$ cat config.mk
export PLATFORM = sky130hd
export DESIGN_NAME = exe_unit_mc
export DESIGN_NICKNAME = d
export VERILOG_FILES = /design/src/rtl/exe_unit_pkg.sv /design/src/rtl/exe_seq_muldiv.sv /design/src/rtl/exe_unit_mc.sv
export SDC_FILE = /design/constraint.sdc
export NUM_CORES = 1
export LEC_CHECK = 0
export ABC_AREA = 1
export BUFFER_PORTS_ARGS = -buffer_cell sky130_fd_sc_hd__buf_2
export CAP_MARGIN = 20
export CORE_MARGIN = 3
export CORE_UTILIZATION = 36
export DETAILED_ROUTE_END_ITERATION = 8
export HOLD_SLACK_MARGIN = 0.02
export SKIP_LAST_GASP = 1
export SLEW_MARGIN = 20
export SYNTH_ARGS = -nofsm -noshare
export SYNTH_HDL_FRONTEND = slang
export SYNTH_SLANG_ARGS = --single-unit
export TNS_END_PERCENT = 30
$ cat constraint.sdc
create_clock -name i_clk -period 1.65 [get_ports i_clk]
set_input_delay 0.165 -clock i_clk [delete_from_list [all_inputs] [get_ports i_clk]]
set_output_delay 0.165 -clock i_clk [all_outputs]
set_load 0.1 [all_outputs]
$ cat src/rtl/exe_unit_pkg.sv
// Shared types and status-bit indices for the multi-cycle execution unit.
// The divider itself is compiled in only when EXE_DIV_EN is defined.
package exe_unit_pkg;

  typedef enum logic [2:0] {
    OP_ADD = 3'b000,
    OP_SUB = 3'b001,
    OP_AND = 3'b010,
    OP_OR  = 3'b011,
    OP_XOR = 3'b100,
    OP_SLT = 3'b101,
    OP_MUL = 3'b110,
    OP_DIV = 3'b111
  } oper_t;

  typedef enum logic {
    IDLE = 1'b0,
    BUSY = 1'b1
  } state_t;

  localparam int ST_Z   = 0;
  localparam int ST_N   = 1;
  localparam int ST_C   = 2;
  localparam int ST_ERR = 3;

endpackage

$ cat src/rtl/exe_seq_muldiv.sv
// Iterative shift-add multiplier and restoring divider sharing one 2*ARG_BITS accumulator.
// The divider path exists only when EXE_DIV_EN is defined; otherwise only multiply starts are honoured.
module exe_seq_muldiv #(
  parameter int ARG_BITS = 4
) (
  input  logic                clk,
  input  logic                rst_n,
  input  logic                start,
  input  logic                mode,
  input  logic [ARG_BITS-1:0] a,
  input  logic [ARG_BITS-1:0] b,
  output logic                done,
  output logic [ARG_BITS-1:0] result,
  output logic                hi_nonzero,
  output logic                div_zero
);
  localparam int CW = $clog2(ARG_BITS + 1);

  logic [CW-1:0]         cnt;
  logic [2*ARG_BITS-1:0] acc;
  logic [ARG_BITS-1:0]   opa;
  logic [ARG_BITS:0]     mul_sum;
  logic [2*ARG_BITS-1:0] mul_next;
  logic [2*ARG_BITS-1:0] step_next;
  logic [ARG_BITS-1:0]   init_lo;
  logic                  go;

  // Multiply: low half starts as B and shifts out; A is added into the high half.
  assign mul_sum  = {1'b0, acc[2*ARG_BITS-1:ARG_BITS]} + {1'b0, opa};
  assign mul_next = acc[0] ? {mul_sum, acc[ARG_BITS-1:1]} : {1'b0, acc[2*ARG_BITS-1:1]};

`ifdef EXE_DIV_EN
  logic                div_q;
  logic [ARG_BITS-1:0] opb;
  logic [ARG_BITS:0]   shifted;
  logic [ARG_BITS:0]   trial;
  logic                ge;
  logic [2*ARG_BITS-1:0] div_next;

  // Divide: high half is the partial remainder, low half shifts A out and quotient bits in.
  assign shifted  = acc[2*ARG_BITS-1:ARG_BITS-1];
  assign trial    = shifted - {1'b0, opb};
  assign ge       = (shifted >= {1'b0, opb});
  assign div_next = {(ge ? trial[ARG_BITS-1:0] : shifted[ARG_BITS-1:0]), acc[ARG_BITS-2:0], ge};

  assign go        = start;
  assign init_lo   = mode ? a : b;
  assign step_next = div_q ? div_next : mul_next;
  assign div_zero  = div_q && (opb == '0);

  always_ff @(posedge clk or negedge rst_n) begin
    if (!rst_n) begin
      div_q <= 1'b0;
      opb   <= '0;
    end else if (go) begin
      div_q <= mode;
      opb   <= b;
    end
  end
`else
  assign go        = start && !mode;
  assign init_lo   = b;
  assign step_next = mul_next;
  assign div_zero  = 1'b0;
`endif

  always_ff @(posedge clk or negedge rst_n) begin
    if (!rst_n) begin
      cnt <= '0;
      acc <= '0;
      opa <= '0;
    end else if (go) begin
      cnt <= CW'(ARG_BITS);
      opa <= a;
      acc <= {{ARG_BITS{1'b0}}, init_lo};
    end else if (cnt != '0) begin
      cnt <= cnt - CW'(1);
      acc <= step_next;
    end
  end

  // Counter parks at zero, so the result stays put until the top level takes it.
  assign done       = (cnt == '0);
  assign result     = acc[ARG_BITS-1:0];
  assign hi_nonzero = |acc[2*ARG_BITS-1:ARG_BITS];

endmodule

$ cat src/rtl/exe_unit_mc.sv
// Multi-cycle execution unit: single-cycle ALU, IDLE/BUSY control, valid/ready handshakes, output register.
// Define EXE_DIV_EN to compile in the sequential divider; otherwise DIV completes at once with ERR set.
module exe_unit_mc
  import exe_unit_pkg::*;
#(
  parameter int ARG_BITS = 4
) (
  input  logic                i_clk,
  input  logic                i_rsn,
  input  logic                i_valid,
  output logic                o_ready,
  input  logic [2:0]          i_oper,
  input  logic [ARG_BITS-1:0] i_argA,
  input  logic [ARG_BITS-1:0] i_argB,
  output logic                o_valid,
  input  logic                i_ready,
  output logic [ARG_BITS-1:0] o_result,
  output logic [3:0]          o_status
);
  state_t              state;
  oper_t               oper;
  logic                busy_div;
  logic                accept, out_free, is_multi;
  logic [ARG_BITS:0]   sum, diff;
  logic [ARG_BITS-1:0] alu_res;
  logic                alu_c, alu_err;
  logic                md_done, md_hi, md_dz;
  logic [ARG_BITS-1:0] md_res;

  function automatic logic [3:0] flags(input logic [ARG_BITS-1:0] r, input logic c, input logic err);
    logic [3:0] s;
    s         = '0;
    s[ST_Z]   = (r == '0);
    s[ST_N]   = r[ARG_BITS-1];
    s[ST_C]   = c;
    s[ST_ERR] = err;
    return s;
  endfunction

  assign oper     = oper_t'(i_oper);
  assign out_free = !o_valid || i_ready;
  assign o_ready  = (state == IDLE) && out_free;
  assign accept   = i_valid && o_ready;

`ifdef EXE_DIV_EN
  assign is_multi = (oper == OP_MUL) || (oper == OP_DIV);
`else
  assign is_multi = (oper == OP_MUL);
`endif

  assign sum  = {1'b0, i_argA} + {1'b0, i_argB};
  assign diff = {1'b0, i_argA} - {1'b0, i_argB};

  always_comb begin
    alu_res = '0;
    alu_c   = 1'b0;
    alu_err = 1'b0;
    case (oper)
      OP_ADD: begin alu_res = sum[ARG_BITS-1:0];  alu_c = sum[ARG_BITS];  end
      OP_SUB: begin alu_res = diff[ARG_BITS-1:0]; alu_c = diff[ARG_BITS]; end
      OP_AND: alu_res = i_argA & i_argB;
      OP_OR:  alu_res = i_argA | i_argB;
      OP_XOR: alu_res = i_argA ^ i_argB;
      OP_SLT: alu_res = {{(ARG_BITS-1){1'b0}}, diff[ARG_BITS]};
      OP_DIV: alu_err = 1'b1;  // only reached when the divider is not built
      default: ;
    endcase
  end

  exe_seq_muldiv #(.ARG_BITS(ARG_BITS)) u_muldiv (
    .clk        (i_clk),
    .rst_n      (i_rsn),
    .start      (accept && is_multi),
    .mode       (oper == OP_DIV),
    .a          (i_argA),
    .b          (i_argB),
    .done       (md_done),
    .result     (md_res),
    .hi_nonzero (md_hi),
    .div_zero   (md_dz)
  );

  always_ff @(posedge i_clk or negedge i_rsn) begin
    if (!i_rsn) begin
      state    <= IDLE;
      busy_div <= 1'b0;
      o_valid  <= 1'b0;
      o_result <= '0;
      o_status <= '0;
    end else begin
      if (o_valid && i_ready) o_valid <= 1'b0;
      case (state)
        IDLE: if (accept) begin
          if (is_multi) begin
            state    <= BUSY;
            busy_div <= (oper == OP_DIV);
          end else begin
            o_valid  <= 1'b1;
            o_result <= alu_res;
            o_status <= flags(alu_res, alu_c, alu_err);
          end
        end
        BUSY: if (md_done && out_free) begin
          state    <= IDLE;
          o_valid  <= 1'b1;
          o_result <= md_res;
          o_status <= flags(md_res, !busy_div && md_hi, busy_div && md_dz);
        end
        default: state <= IDLE;
      endcase
    end
  end

endmodule

==> flow_summary.ini <==
[place]
gp_congestion = 0.875
portBuffers = 24
hpwl_um = 3400
place_inst = 358

[layout]
fill_cells = 514
drive_gt1_share_pct = 21.7
antenna_cells = 0
regArea_um2 = 627
final_cells = 367
nets = 337
syn_to_final_growth_pct = 21.1
multi_input_area_mm2 = 0.00104
fin_util_pct = 47.0

[routing]
drc = 0
drt_pass1_iterations = 5
wl_per_cell_um = 11.5
detail-route-antenna-nets = 0
viasPerCell = 4.77
wirelength_um = 4230
vias = 1750
first_iter_violations = 86

[timing]
fmaxAchievable_mhz = 620
finalCritPeriodShare_pct = 97.7
hold_viol_final = 0
finalSetupTns_ns = 0
setup_viol = 0
period_needed_ns = 1.61
worstMarginPinSlew_ns = 0.573
slew_headroom_pct = 61.8
rsz0062_at_grt = yes
worst_hold_slack_ns = 0.197
slew_violations = 0
skew_ns = 0.00475

[run_status]
outcome = finished clean

[power_and_ir_drop]
power_density_mw_per_mm2 = 1710
p_leak_uw = 0.00127
peakVddDrop_mv = 0.948

[setup_path]
cpPeakStageDelay_ns = 0.40
cp.buffers_inverters = 1
endpoint_kind = flop
path_class = flop to flop
path_cells = ha_1 -> inv_1 -> fa_1 -> o21ai_0 -> a21oi_1 -> o32ai_1
slowest_stage = fa_1
path_max_fanout = 2
critPathTopFamily = adder cells
critPathRequiredTime_ns = 1.82
setup.worst_path.start_class = flop
cp.arrival_ns = 1.79

[run]
maxCapViolCount = 0

[global_route]
globalRouteOverflowTotal = 0
grt_max_degree = 26
grt_pass1_vias = 1673
antenna_found_initial = 0
grt_pass1_wl_um = 7460
grt_usage_pct = 14.6

[clock_network]
cts_sinks = 25
clock_path_buffers = 2
clk_latency_ns = 0.27
numCtsBuffers = 3
cts_htree_levels = 1
root_buffer = clkbuf_8
tritoncts = built
path_clk_slew_ns = 0.09

[floorplan]
die_h_um = 78.8
core_area_mm2 = 0.00491
die_area_mm2 = 0.00620
start_util_pct = 38.8
die_w_um = 78.8
ios = 25
num_rows = 25

[synth]
synth_area_per_cell_um2 = 7.53
ys_top_cells_by_area = dfrtp_1 (33%), ha_1 (12%), nand2_1 (11%)
netlist_area_mm2 = 0.00191
yosysSeqAreaShare_pct = 32.8
synth_largest_area_cell = dfrtp_1
ys_ff_latch = 25
synth_cells = 253
ys_types = 31
synth.net_count = 289
yosysWarnings = 0
synth_top_area_share_pct = 32.8

[min_path]
hold_path.class = primary input to flop
-- report_power, final --
part	switching, uW	leakage, uW	internal (uW)
sequential	201	0.000314	891
combinational	1730	0.000928	756
clock	192	0.0000228	173
-- layout by cell type (no fill, tap or decap), drive strengths merged, types with 2 or more instances in the layout --
cell	instances
nand3	17
buf	49
o22ai	3
nand2	62
ha	18
nand4	4
fa	3
nor3	6
o21ai	19
xnor2	2
nor2	15
dfrtp	25
o221ai	4
clkbuf	4
a21oi	11
nand3b	2
inv	47
a21boi	2
-- worst min-delay path: cells and delay by family --
family	cells	cell delay, ns
simple gates	2	0.16
buf+inv	2	0.10
-- path summary, 6_finish.rpt --
kind	from	to	slack [ns]	depth (start not counted)
min	i_ready	o_valid	0.20	4
min reg2reg	o_status[3]	o_status[3]	0.49	2
max	u_muldiv.acc[4]	u_muldiv.acc[7]	0.04	6
max reg2reg	u_muldiv.acc[4]	u_muldiv.acc[7]	0.04	6
min in group asynchronous	i_rsn	u_muldiv.acc[2]	0.43	2
max in group asynchronous	i_rsn	o_valid	0.81	2
-- Yosys cell counts --
master    instances
buf_6             3
a21oi_2           2
a21oi_1           9
nand2_1          58
nor3_1            5
nand3_1          16
xor2_1            1
inv_1            46
buf_2             3
nand3_2           1
or2_1             1
dfrtp_1          25
nor3_2            1
nand4_1           4
nor4_1            1
o32ai_1           1
o31ai_1           1
o21ai_0          18
o22ai_1           3
nor2_1           15
nand3b_1          2
a21boi_0          2
ha_1             18
o21ai_1           1
buf_4             1
fa_1              3
clkinv_8          1
nand2_2           4
o221ai_1          4
inv_2             1
xnor2_1           2
-- registers in the layout, indices dropped and copies added, names as in the netlist --
register      flops
u_muldiv.cnt      3
busy_div          1
o_result          3
state             1
u_muldiv.acc      8
o_status          4
u_muldiv.opa      4
o_valid           1
-- repair_timing --
item / CTS / global route
endpoints found under the setup margin: 1 / 6
hold buffers: 1 / 0
pin swaps: 0 / 1
setup buffers: 1 / 3
resized for setup: 0 / 1
endpoints found under the hold margin: 25 / 0
-- metal layers --
layer  vias up  global-route usage [%]  routed length, um
li1        901                       -                  -
met5         -                       0                  0
met2        47                    24.4               1970
met3         2                    2.61                223
met4         0                    1.05                 13
met1       800                    20.7               2030
-- layout make-up --
cell class                      instances  area share, %
Clock buffer                            4           1.95
Inverter                               48           8.35
Multi-Input combinational cell        173           45.1
Sequential cell                        25           27.2
Tap cell                               67           3.63
Timing Repair Buffer                   50           13.8
-- kinds of logic after synthesis --
| logic type | synth area share, % |
|---|---|
| and+or+nand+nor | 25.0 |
| buffers and inverters | 13.1 |
| adders and majority gates | 15.0 |
| xor gates and xnor gates | 1.38 |
| AOI/OAI and AO/OA | 12.7 |
| DFF | 32.8 |
-- through the flow --
step / cell area, um^2 / setup slack [ns] / power (uW)
floorplan: 1910 / 0.0308 / 3060
global placement: 2220 / -0.0322 / 3470
detailed placement: 2220 / -0.0473 / 3500
CTS: 2280 / 0.0236 / 3910
global route: 2310 / -0.101 / 4280
finish: 2310 / 0.0378 / 3940
Note: power is estimated with default switching activity, not from simulation.
